File: src/rtl/rv32c_pkg.sv
// Shared types and constants for the RV32C instruction fetch path.
package rv32c_pkg;

    typedef enum logic [1:0] {
        FETCH    = 2'd0,
        READY    = 2'd1,
        STRADDLE = 2'd2
    } fetch_state_e;

    localparam logic [31:0] RESET_PC_DEFAULT = 32'h0000_0000;
    localparam logic [1:0]  OP_32            = 2'b11;

    function automatic logic [31:0] word_addr(input logic [31:0] a);
        return {a[31:2], 2'b00};
    endfunction

endpackage

File: src/rtl/fetch_realign.sv
// Halfword selection and compressed detection for the buffered fetch word.
module fetch_realign
    import rv32c_pkg::*;
(
    input  logic [31:0] word,
    input  logic [15:0] held,
    input  logic        hi_sel,
    input  logic        strad,
    output logic [31:0] inst,
    output logic        is_c,
    output logic        need_straddle
);
    logic [15:0] half;

    always_comb begin
        half          = hi_sel ? word[31:16] : word[15:0];
        is_c          = (half[1:0] != OP_32);
        need_straddle = 1'b0;
        inst          = {16'h0000, half};
        if (strad) begin
            // held upper half of the previous word plus low half of this one
            inst = {word[15:0], held};
            is_c = 1'b0;
        end else if (!is_c) begin
            if (hi_sel)
                need_straddle = 1'b1;
            else
                inst = word;
        end
    end

endmodule

File: src/rtl/fetch_unit.sv
// RV32IC fetch: one-word buffer, halfword realignment, straddle handling and redirect.
module fetch_unit
    import rv32c_pkg::*;
#(
    parameter logic [31:0] RESET_PC = RESET_PC_DEFAULT
) (
    input  logic        clk,
    input  logic        rst,
    input  logic        redirect_valid,
    input  logic [31:0] redirect_pc,
    output logic        imem_req,
    output logic [31:0] imem_addr,
    input  logic        imem_ack,
    input  logic [31:0] imem_rdata,
    output logic        inst_valid,
    input  logic        inst_ready,
    output logic [31:0] inst,
    output logic [31:0] inst_pc,
    output logic        inst_is_c,
    output logic [31:0] pc_plus_next
);
    localparam logic [31:0] PC0   = RESET_PC & ~32'd1;
    localparam logic [31:0] ADDR0 = RESET_PC & ~32'd3;

    fetch_state_e state, state_n;
    logic [31:0]  pc, pc_n;
    logic [31:0]  req_addr, addr_n;
    logic [31:0]  fbuf, fbuf_n;
    logic [15:0]  held, held_n;
    logic         strad, strad_n;
    logic         discard, discard_n;

    logic [31:0]  al_inst;
    logic         al_is_c;
    logic         need_straddle;

    fetch_realign u_realign (
        .word          (fbuf),
        .held          (held),
        .hi_sel        (pc[1]),
        .strad         (strad),
        .inst          (al_inst),
        .is_c          (al_is_c),
        .need_straddle (need_straddle)
    );

    // Request is held from issue until ack; only READY has nothing outstanding.
    assign imem_req     = !rst && (state != READY);
    assign imem_addr    = req_addr;
    assign inst_valid   = (state == READY) && !need_straddle;
    assign inst         = inst_valid ? al_inst : 32'h0;
    assign inst_is_c    = inst_valid && al_is_c;
    assign inst_pc      = pc;
    assign pc_plus_next = pc + (inst_is_c ? 32'd2 : 32'd4);

    always_ff @(posedge clk or posedge rst) begin
        if (rst) begin
            state    <= FETCH;
            pc       <= PC0;
            req_addr <= ADDR0;
            fbuf     <= 32'h0;
            held     <= 16'h0;
            strad    <= 1'b0;
            discard  <= 1'b0;
        end else begin
            state    <= state_n;
            pc       <= pc_n;
            req_addr <= addr_n;
            fbuf     <= fbuf_n;
            held     <= held_n;
            strad    <= strad_n;
            discard  <= discard_n;
        end
    end

    always_comb begin
        state_n   = state;
        pc_n      = pc;
        addr_n    = req_addr;
        fbuf_n    = fbuf;
        held_n    = held;
        strad_n   = strad;
        discard_n = discard;
        case (state)
            FETCH: begin
                if (imem_ack) begin
                    if (discard) begin
                        discard_n = 1'b0;
                        addr_n    = word_addr(pc);
                    end else begin
                        fbuf_n  = imem_rdata;
                        state_n = READY;
                    end
                end
            end
            STRADDLE: begin
                if (imem_ack) begin
                    fbuf_n  = imem_rdata;
                    strad_n = 1'b1;
                    state_n = READY;
                end
            end
            READY: begin
                if (need_straddle) begin
                    held_n  = fbuf[31:16];
                    addr_n  = word_addr(pc) + 32'd4;
                    state_n = STRADDLE;
                end else if (inst_ready) begin
                    pc_n = pc_plus_next;
                    // after a straddle the buffer already holds the next word
                    if (strad) begin
                        strad_n = 1'b0;
                    end else if (pc_plus_next[31:2] != pc[31:2]) begin
                        addr_n  = word_addr(pc_plus_next);
                        state_n = FETCH;
                    end
                end
            end
            default: state_n = FETCH;
        endcase
        if (redirect_valid) begin
            pc_n    = redirect_pc & ~32'd1;
            strad_n = 1'b0;
            state_n = FETCH;
            if (state != READY && !imem_ack) begin
                // let the in-flight request finish at its original address
                discard_n = 1'b1;
                addr_n    = req_addr;
            end else begin
                discard_n = 1'b0;
                addr_n    = word_addr(pc_n);
            end
        end
    end

endmodule

File: config.mk
export PLATFORM = sky130hd
export DESIGN_NAME = fetch_unit
export DESIGN_NICKNAME = d
export VERILOG_FILES = /design/src/rtl/rv32c_pkg.sv /design/src/rtl/fetch_realign.sv /design/src/rtl/fetch_unit.sv
export SDC_FILE = /design/constraint.sdc
export NUM_CORES = 1
export LEC_CHECK = 0
export BUFFER_PORTS_ARGS = -buffer_cell sky130_fd_sc_hd__buf_4
export CORE_MARGIN = 4
export CORE_UTILIZATION = 41
export CTS_CLUSTER_SIZE = 8
export DETAILED_ROUTE_END_ITERATION = 10
export GPL_ROUTABILITY_DRIVEN = 0
export HOLD_SLACK_MARGIN = 0.03
export SLEW_MARGIN = 20
export SYNTH_ARGS = -nofsm -noshare
export SYNTH_HDL_FRONTEND = slang
export SYNTH_SLANG_ARGS = --single-unit
File: constraint.sdc
create_clock -name clk -period 9.1 [get_ports clk]
set_clock_uncertainty 0.15 [all_clocks]
set_input_delay 1.365 -clock clk [delete_from_list [all_inputs] [get_ports clk]]
set_output_delay 1.365 -clock clk [all_outputs]
set_load 0.01 [all_outputs]
# Yosys cells after proc, flatten, opt, wreduce, memory -nomap -nowiden
# Index checks and enable logic that the tools add are counted.
[word_totals]
out_inout_bits = 131
inputBits = 69
wordCells = 95
ff_bits = 116
[op_classes]
n_reduce_logical = 22
mux = 45
n_addsub = 2
eq_ne = 19
[ops]
columns = ["operator", "count"]
rows = [
  ["32-bit two-way mux", 19],
  ["32-bit case mux with 2 select lines", 2],
  ["32-bit by 3-bit adder with 32-bit output", 1],
  ["32-bit by 3-bit adder with 32-bit output (second input constant)", 1],
  ["30-bit inequality test", 1],
  ["3-bit inequality test (second input constant)", 6],
  ["16-bit two-way mux", 1],
  ["2-bit two-way mux", 8],
  ["1-bit two-way mux", 12],
  ["2-bit inequality test (second input constant)", 6],
  ["2-bit nonzero test", 5],
  ["4-bit inequality test (second input constant)", 2],
  ["4-bit AND reduction", 2],
  ["7-bit AND reduction", 1],
  ["2-bit case mux with 3 select lines", 1],
  ["6-bit AND reduction", 1],
  ["3-bit nonzero test", 2],
  ["1-bit logical AND", 4],
  ["4-bit by 3-bit inequality test with 1-bit output (second input constant)", 1],
  ["2-bit AND reduction", 2],
  ["1-bit logical NOT", 3],
  ["3-bit two-way mux", 1],
  ["3-bit AND reduction", 1],
  ["2-bit by 1-bit == test with 1-bit output (second input constant)", 1],
  ["other kinds (4)", 4],
]

# Logic depth before layout (Yosys ltp)
# Gate-level depths: netlist of run 1.
[logic_depth]
depth_word = 16
mapped_depth = 16
mapped_depth_nobuf = 13

# By module
# Synthesis of run 1 repeated with hierarchy kept, for this count alone.
[hier_totals]
cells_unflattened = 886
hier_area_um2 = 7826.3
[modules_own_cells]
columns = ["mod", "cells_each", "area_per_inst_um2", "n_inst", "seq_area_each_um2"]
rows = [
  ["fetch_unit", 778, 7171.9, 1, 2827.7],
  ["fetch_realign", 108, 654.4, 1, 0.0],
]

# Worst setup path before layout of run 1
# No wires, ideal clock.
[synth_path]
path_kind = "register to output"
startpoint = "register pc[1] (netlist: inst_pc[1])"
endpoint = "output port pc_plus_next[19]"
n_path_buf = 2
path_slack_ps = 4294
path_stages_with_launch = 14
required_ps = 7585
arrival_time_ps = 3291
cell_sequence = "dfrtp_1 -> buf_1 -> o21ai_0 -> or3_1 -> inv_1 -> ha_1 -> inv_1 -> fa_1 -> nand3b_4 -> nor3_1 -> buf_2 -> nand2_1 -> nor2_1 -> xor2_1"
[synth_via]
elab_chain_cells = 9
elab_cells_between_ends = 11
cone_classes = "add/sub: 1; eq/ne: 1; mux: 6; reduce/logical: 3"
[synth_lines]
columns = ["item", "line", "rtl"]
rows = [
  ["start, declared", "fetch_unit.sv:26", "logic [31:0] pc, pc_n;"],
  ["start signal, assigned", "fetch_unit.sv:67", "pc <= pc_n;"],
  ["16-bit two-way mux", "fetch_realign.sv:16", "half = hi_sel ? word[31:16] : word[15:0];"],
  ["2-bit inequality test", "fetch_realign.sv:17", "is_c = (half[1:0] != OP_32);"],
  ["1-bit two-way mux", "fetch_realign.sv:24", "end else if (!is_c) begin"],
  ["1-bit two-way mux", "fetch_realign.sv:20", "if (strad) begin"],
  ["1-bit logical NOT", "fetch_unit.sv:50", "assign inst_valid = (state == READY) && !need_straddle;"],
  ["1-bit logical AND", "fetch_unit.sv:50", ""],
  ["1-bit logical AND *", "fetch_unit.sv:52", "assign inst_is_c = inst_valid && al_is_c;"],
  ["via inst_is_c", "fetch_unit.sv:19", "output logic inst_is_c,"],
  ["3-bit two-way mux *", "fetch_unit.sv:54", "assign pc_plus_next = pc + (inst_is_c ? 32'd2 : 32'd4);"],
  ["32-bit by 3-bit adder with 32-bit output *", "fetch_unit.sv:54", ""],
  ["end, declared", "fetch_unit.sv:20", "output logic [31:0] pc_plus_next"],
]
# The timed path passes the listed nets; every way through them passes the cells marked *.

# Worst setup path in the final report of run 1
[layout_path]
startpoint = "register strad"
endpoint = "output port pc_plus_next[13]"
[layout_via]
elab_chain_cells = 6
elab_cells_between_ends = 7
cone_classes = "add/sub: 1; mux: 3; reduce/logical: 3"
[layout_lines]
columns = ["item", "line", "rtl"]
rows = [
  ["start, declared", "fetch_unit.sv:30", "logic strad, strad_n;"],
  ["start signal, assigned", "fetch_unit.sv:71", "strad <= strad_n;"],
  ["1-bit two-way mux", "fetch_realign.sv:20", ""],
  ["1-bit logical NOT", "fetch_unit.sv:50", ""],
  ["1-bit logical AND", "fetch_unit.sv:50", ""],
  ["1-bit logical AND *", "fetch_unit.sv:52", ""],
  ["3-bit two-way mux *", "fetch_unit.sv:54", ""],
  ["32-bit by 3-bit adder with 32-bit output *", "fetch_unit.sv:54", ""],
]
# Every way passes the cells marked *; elsewhere a longest branch is shown, timed or not.

==> impl_metrics.json, run 1 <==
{
  "cts_tree": "built",
  "synthFlopType": "dfrtp_1",
  "synthAdderAreaFrac_pct": 0.7744,
  "synth_edf_count": 0,
  "critPathLaunchType": "register",
  "cts_buffers": 17,
  "nets": 1057,
  "drive_gt1_share_pct": 31.80,
  "power_density_nw_per_um2": 206.5,
  "yosys.area_share.xor_xnor_pct": 9.663,
  "finalHoldViolCount": 0,
  "async_flop_share_pct": 100.0,
  "hold_ws_ns": 0.3209,
  "ys_seq_area_share_pct": 38.05,
  "drv_slew": 0,
  "synthMuxAreaShare_pct": 9.882,
  "power_switching_mw": 0.6803,
  "r2r_start": "strad$_DFFE_PP0P_",
  "dr.pass1.iters": 7,
  "dp_slack_ns": 3.404,
  "cts.htree.levels": 4,
  "port_buffers": 194,
  "start_util_pct": 42.38,
  "design.core.area_um2": 17540,
  "synth_cells": 832,
  "cpPeakStageDelay_ns": 0.48,
  "synth_cell_types": 73,
  "grt_overflow": 0,
  "pwr-share-comb_pct": 29.1,
  "power_frac_seq_pct": 38.2,
  "ctsLongestPathBuffers": 2,
  "required_ns": 7.59,
  "avgSynthCellArea_um2": 8.933,
  "insertion_delay_ns": 0.42,
  "finalSetupTns_ns": 0,
  "clkSlewWorstSetupHoldPaths_ns": 0.06,
  "p_int_mw": 1.274,
  "arrival_ns": 4.65,
  "ys_warn_count": 0,
  "timing.critical_path.mode_cell": "buf_4",
  "layout_setup_ws_ns": 2.939,
  "yosys.area_share.simple_pct": 23.00,
  "end_kind": "output pin",
  "max_freq_mhz": 162.3,
  "final_common_cell": "buf_4",
  "hold_buffers": 0,
  "p_sw_share_pct": 34.82,
  "clockPowerShare_pct": 32.7,
  "finalCriticalPeriod_ns": 6.161,
  "wl_um": 23480,
  "setup_viol": 0,
  "wl_per_cell_um": 19.21,
  "cp_max_fo": 54,
  "antenna_found_initial": 0,
  "synth-compound-area-share_pct": 12.39,
  "die-height_um": 142.6,
  "synth_top_area_cell": "dfrtp_1",
  "hold_path.class": "reg -> reg",
  "grt_pass1_wl_um": 36760,
  "grtUsageTotal_pct": 23.06,
  "maxCapViolCount": 0,
  "post_cts_buffers": 0,
  "critPathLaunch": "strad$_DFFE_PP0P_",
  "drc": 0,
  "crit_slowest_cell": "fa_1",
  "root_buffer": "clkbuf_16",
  "synth_area_leaders": "dfrtp_1, mux2_2, xnor2_1",
  "drt_iter0_markers": 394,
  "dpl.hpwl_um": 16390,
  "leakagePower_nw": 4.139,
  "diodes": 0,
  "place_inst": 1190,
  "layoutNonFillerInstCount": 1222,
  "ioPinCount": 200,
  "relSlewSlack_pct": 35.81,
  "crit_family": "simple AND/OR/NAND/NOR gates",
  "rows": 48,
  "grt_max_degree": 60,
  "placed_cell_area_um2": 8904,
  "status": "finished clean",
  "synth_top_family_by_area": "simple AND/OR/NAND/NOR gates",
  "via_count": 6651,
  "period_share_pct": 67.71,
  "final_cell_mix": "buf_4, dfrtp_1, nand2_1",
  "dieWidth_um": 142.6,
  "die_area_um2": 20340,
  "vias_per_cell": 5.443,
  "ir_worst_vdd_mv": 0.1465,
  "critPathBufInv": 5,
  "ff2ff_setup_slack_ns": 3.95,
  "finalInstanceArea_um2": 9464,
  "synth_top_area_share_pct": 38.05,
  "netlist_area_um2": 7432,
  "hold_start": "held[0]$_DFFE_PP0P_",
  "nFillCells": 1731,
  "crit_type": "reg -> out",
  "ctsResizeCount": 0,
  "rsz0062_at_grt": "false",
  "tightest_slew_ns": 0.9593,
  "syn_to_final_growth_pct": 27.34,
  "grt_pass1_vias": 6598,
  "cts_sinks": 113,
  "ys_ff_latch": 113,
  "drtAntennaViolNets": 0,
  "crit_chain": "buf_4, nand4b_4, nand2_1, buf_4, or3_1, inv_1, ha_1, inv_1, fa_1, nand3b_4, or2_1, nor3_1, xor2_1, buf_4"
}
## Yosys cell counts, types with 6 or more instances
cell type,number
o21ai_0,31
buf_2,15
xor2_1,32
mux2i_1,25
nor3_1,12
inv_1,12
nor2_1,108
xnor2_1,50
a22oi_1,17
a21oi_1,39
o21ai_1,7
buf_4,19
buf_1,6
nand2_1,110
clkbuf_1,29
dfrtp_1,113
o21a_1,6
nand4_1,23
nand3_1,23
nand2b_1,7
mux2_2,43
## layer usage
layer	vias to the layer above	track usage (%)	share of wire [%]	wire length, um
met2	263	36.47	46	10830
met5	-	0	0	0
met1	3194	30.29	42	9968
met4	0	6.503	2.0	479
met3	28	7.736	9.4	2202
li1	3166	-	-	-
## per-stage QoR
step / power, mW / utilization, %
floorplan: 1.081 / -
detailed placement: 1.326 / 50.77
global placement: 1.313 / 50.61
global route: 2.064 / 53.97
CTS: 1.969 / 53.97
finish: 1.954 / 53.97
## flip-flops by register name (all words and copies together) (netlist names)
signal	cells
discard	1
fbuf	32
held	16
imem_addr	30
inst_pc	31
state	2
strad	1
## power by group through the flow
stage          clock, mW  combinational (mW)  sequential, mW
6_report           0.639               0.570           0.745
4_1_cts            0.647               0.576           0.746
5_1_grt            0.672               0.627           0.765
3_5_place_dp           0               0.575           0.751
2_1_floorplan          0               0.357           0.723
3_3_place_gp           0               0.562           0.751
## path summary, 6_finish.rpt
| path | endpoint | depth (start not counted) |
|---|---|---|
| setup reg to reg | imem_addr[31]$_DFFE_PP0P_ | 16 |
| setup / recovery | pc_plus_next[13] | 14 |
| min in group asynchronous | fbuf[15]$_DFFE_PP0P_ | 2 |
| max in group asynchronous | inst_pc[11]$_DFFE_PP0P_ | 3 |
| hold / removal | held[0]$_DFFE_PP0P_ | 1 |
| hold reg to reg | held[0]$_DFFE_PP0P_ | 1 |
## final cells by class
type	instances	area (um^2)	area share, %
Clock inverter	15	135.1	1.428
Timing Repair Buffer	206	1567	16.55
Inverter	12	47.55	0.5024
Multi-Input combinational cell	634	4180	44.17
Tap cell	225	281.5	2.975
Clock buffer	17	425.4	4.495
Sequential cell	113	2828	29.88
## worst register-to-register path: cells and delay by family, from the launching register on
kind	cells	cell delay, ns
flops	1	0.32
simple gates	5	1.83
compound gates	3	0.63
fa+ha+maj	2	0.73
buf+inv	5	1.25
xor+xnor	1	0.18
## cell families after synthesis
logic type               after synthesis
AND/OR/NAND/NOR                      334
AO/OA/AOI/OAI                        142
flip-flops                           113
buffers and inverters                 88
XOR/XNOR                              82
multiplexers                          68
adder cells (fa/ha/maj)                4
other                                  1
(Power assumes the default switching activity.)
==> inputs of run 2 (changes only) <==
clock period = 5.8 ns   (was 9.1 ns; I/O delays follow)
==> run 2 against run 1 <==
First-iteration DRC count rose by 3.6%. Final area rose by 0.32%. Sequential cell count did not move. Sequential power rose by 57%. Via count rose by 0.65%. Worst hold slack got worse by 0.0042 ns. Critical path depth fell by 2. Count of clock-buffer cells in the layout rose by 1. Critical endpoint unchanged. Largest cell class unchanged. Largest power group unchanged. Highest routed layer is now met5.
==> impl_metrics.json, run 2 (synthesized netlist as in run 1, its figures left out) <==
{
  "status": "finished clean",
  "cts.htree.levels": 4,
  "final_cell_mix": "buf_4, dfrtp_1, nand2_1",
  "die-height_um": 142.6,
  "nets": 1057,
  "grt_pass1_vias": 6478,
  "layout_setup_ws_ns": 0.7408,
  "dr.pass1.iters": 5,
  "drt_iter0_markers": 408,
  "dpl.hpwl_um": 16390,
  "relSlewSlack_pct": 30.71,
  "power_density_nw_per_um2": 328.3,
  "insertion_delay_ns": 0.42,
  "arrival_ns": 4.04,
  "required_ns": 4.78,
  "antenna_found_initial": 1,
  "crit_chain": "nand4b_4, nand2_1, or3_1, inv_1, ha_1, inv_1, fa_1, nand3b_4, or2_1, nor3_1, xor2_1, buf_4",
  "drv_slew": 0,
  "wl_per_cell_um": 19.10,
  "layoutNonFillerInstCount": 1222,
  "vias_per_cell": 5.478,
  "clkSlewWorstSetupHoldPaths_ns": 0.06,
  "cpPeakStageDelay_ns": 0.58,
  "r2r_start": "inst_pc[1]$_DFFE_PP0P_",
  "grt_pass1_wl_um": 36230,
  "drc": 0,
  "ctsResizeCount": 0,
  "drtAntennaViolNets": 0,
  "worstRegToRegCells": 13,
  "ir_worst_vdd_mv": 0.2001,
  "tightest_slew_ns": 1.036,
  "syn_to_final_growth_pct": 27.74,
  "crit_family": "simple AND/OR/NAND/NOR gates",
  "root_buffer": "clkbuf_16",
  "start_util_pct": 42.38,
  "grtUsageTotal_pct": 22.74,
  "finalSetupTns_ns": 0,
  "critPathBufInv": 3,
  "via_count": 6694,
  "ff2ff_setup_slack_ns": 1.55,
  "dp_slack_ns": 1.182,
  "design.core.area_um2": 17540,
  "port_buffers": 194,
  "crit_slowest_cell": "dfrtp_1",
  "cts_sinks": 113,
  "rsz0062_at_grt": "false",
  "finalInstanceArea_um2": 9494,
  "cp_max_fo": 11,
  "rows": 48,
  "end_kind": "output pin",
  "cp_num_cells": 12,
  "cts_buffers": 17,
  "wl_um": 23340,
  "hold_start": "held[0]$_DFFE_PP0P_",
  "placed_cell_area_um2": 8904,
  "setup_viol": 0,
  "hold_path.class": "reg -> reg",
  "post_cts_buffers": 0,
  "final_common_cell": "buf_4",
  "ioPinCount": 200,
  "regMostFlops": "fbuf",
  "setup.worst_path.end": "pc_plus_next[13]",
  "cts_tree": "built",
  "ctsLongestPathBuffers": 2,
  "die_area_um2": 20340,
  "r2r-end": "imem_addr[31]$_DFFE_PP0P_",
  "utilization_pct": 54.14,
  "dieWidth_um": 142.6,
  "critPathLaunchType": "register",
  "largest_register_ff_count": 32,
  "diodes": 0,
  "critPathLaunch": "inst_pc[1]$_DFFE_PP0P_",
  "period_share_pct": 87.23,
  "place_inst": 1190,
  "timing.critical_path.mode_cell": "inv_1",
  "max_freq_mhz": 197.7,
  "nFillCells": 1689,
  "grt_overflow": 0,
  "maxCapViolCount": 0,
  "finalHoldViolCount": 0,
  "drive_gt1_share_pct": 31.80,
  "hold_buffers": 0,
  "finalCriticalPeriod_ns": 5.059,
  "crit_type": "reg -> out",
  "leakagePower_nw": 4.152,
  "min_path_cells": 1,
  "grt_max_degree": 86
}
[run 2: final cells by class]
| class | count | area, um^2 | area share, % |
|---|---|---|---|
| clock buffers | 18 | 439.2 | 4.626 |
| multi-input cells | 634 | 4180 | 44.03 |
| well taps | 225 | 281.5 | 2.965 |
| flip-flops and latches | 113 | 2828 | 29.78 |
| inverters | 12 | 47.55 | 0.5008 |
| clock inverters | 14 | 151.4 | 1.595 |
| repair buffers | 206 | 1567 | 16.50 |
[run 2: per-layer routing]
| layer | share of wire [%] | track usage [%] | wire length, um |
|---|---|---|---|
| met4 | 2.3 | 7.504 | 532 |
| met3 | 9.3 | 7.234 | 2169 |
| met1 | 41 | 29.50 | 9656 |
| met2 | 47 | 36.15 | 10970 |
| met5 | 0.056 | 0 | 13 |
[run 2: worst register-to-register path: stages, from the launching register on]
cell,delay (ns)
dfrtp_1,0.58
nand4b_4,0.31
nand2_1,0.10
or3_1,0.40
inv_1,0.14
ha_1,0.20
inv_1,0.06
fa_1,0.52
xor2_1,0.17
o211ai_1,0.19
o211ai_4,0.13
nor2_1,0.81
o311ai_0,0.30
nand3_1,0.14
[run 2: through the flow]
step,hold WS [ns],power (mW)
after global placement,0.3017,2.059
after detailed placement,0.3056,2.082
after floorplan,0.2850,1.695
final,0.3168,3.116
after CTS,0.3203,3.150
after global routing,0.3287,3.288
[run 2: how the worst min path moves through the flow]
stage                                endpoint
after floorplan           held[0]$_DFFE_PP0P_
after global placement    held[1]$_DFFE_PP0P_
after detailed placement  held[1]$_DFFE_PP0P_
after CTS                 held[0]$_DFFE_PP0P_
after global routing      held[1]$_DFFE_PP0P_
final                     held[0]$_DFFE_PP0P_
[run 2: power by group]
part           switching [mW]  total [mW]  internal [mW]
logic                   0.456       0.887          0.431
clock network           0.407        1.05          0.648
registers               0.196        1.17          0.978
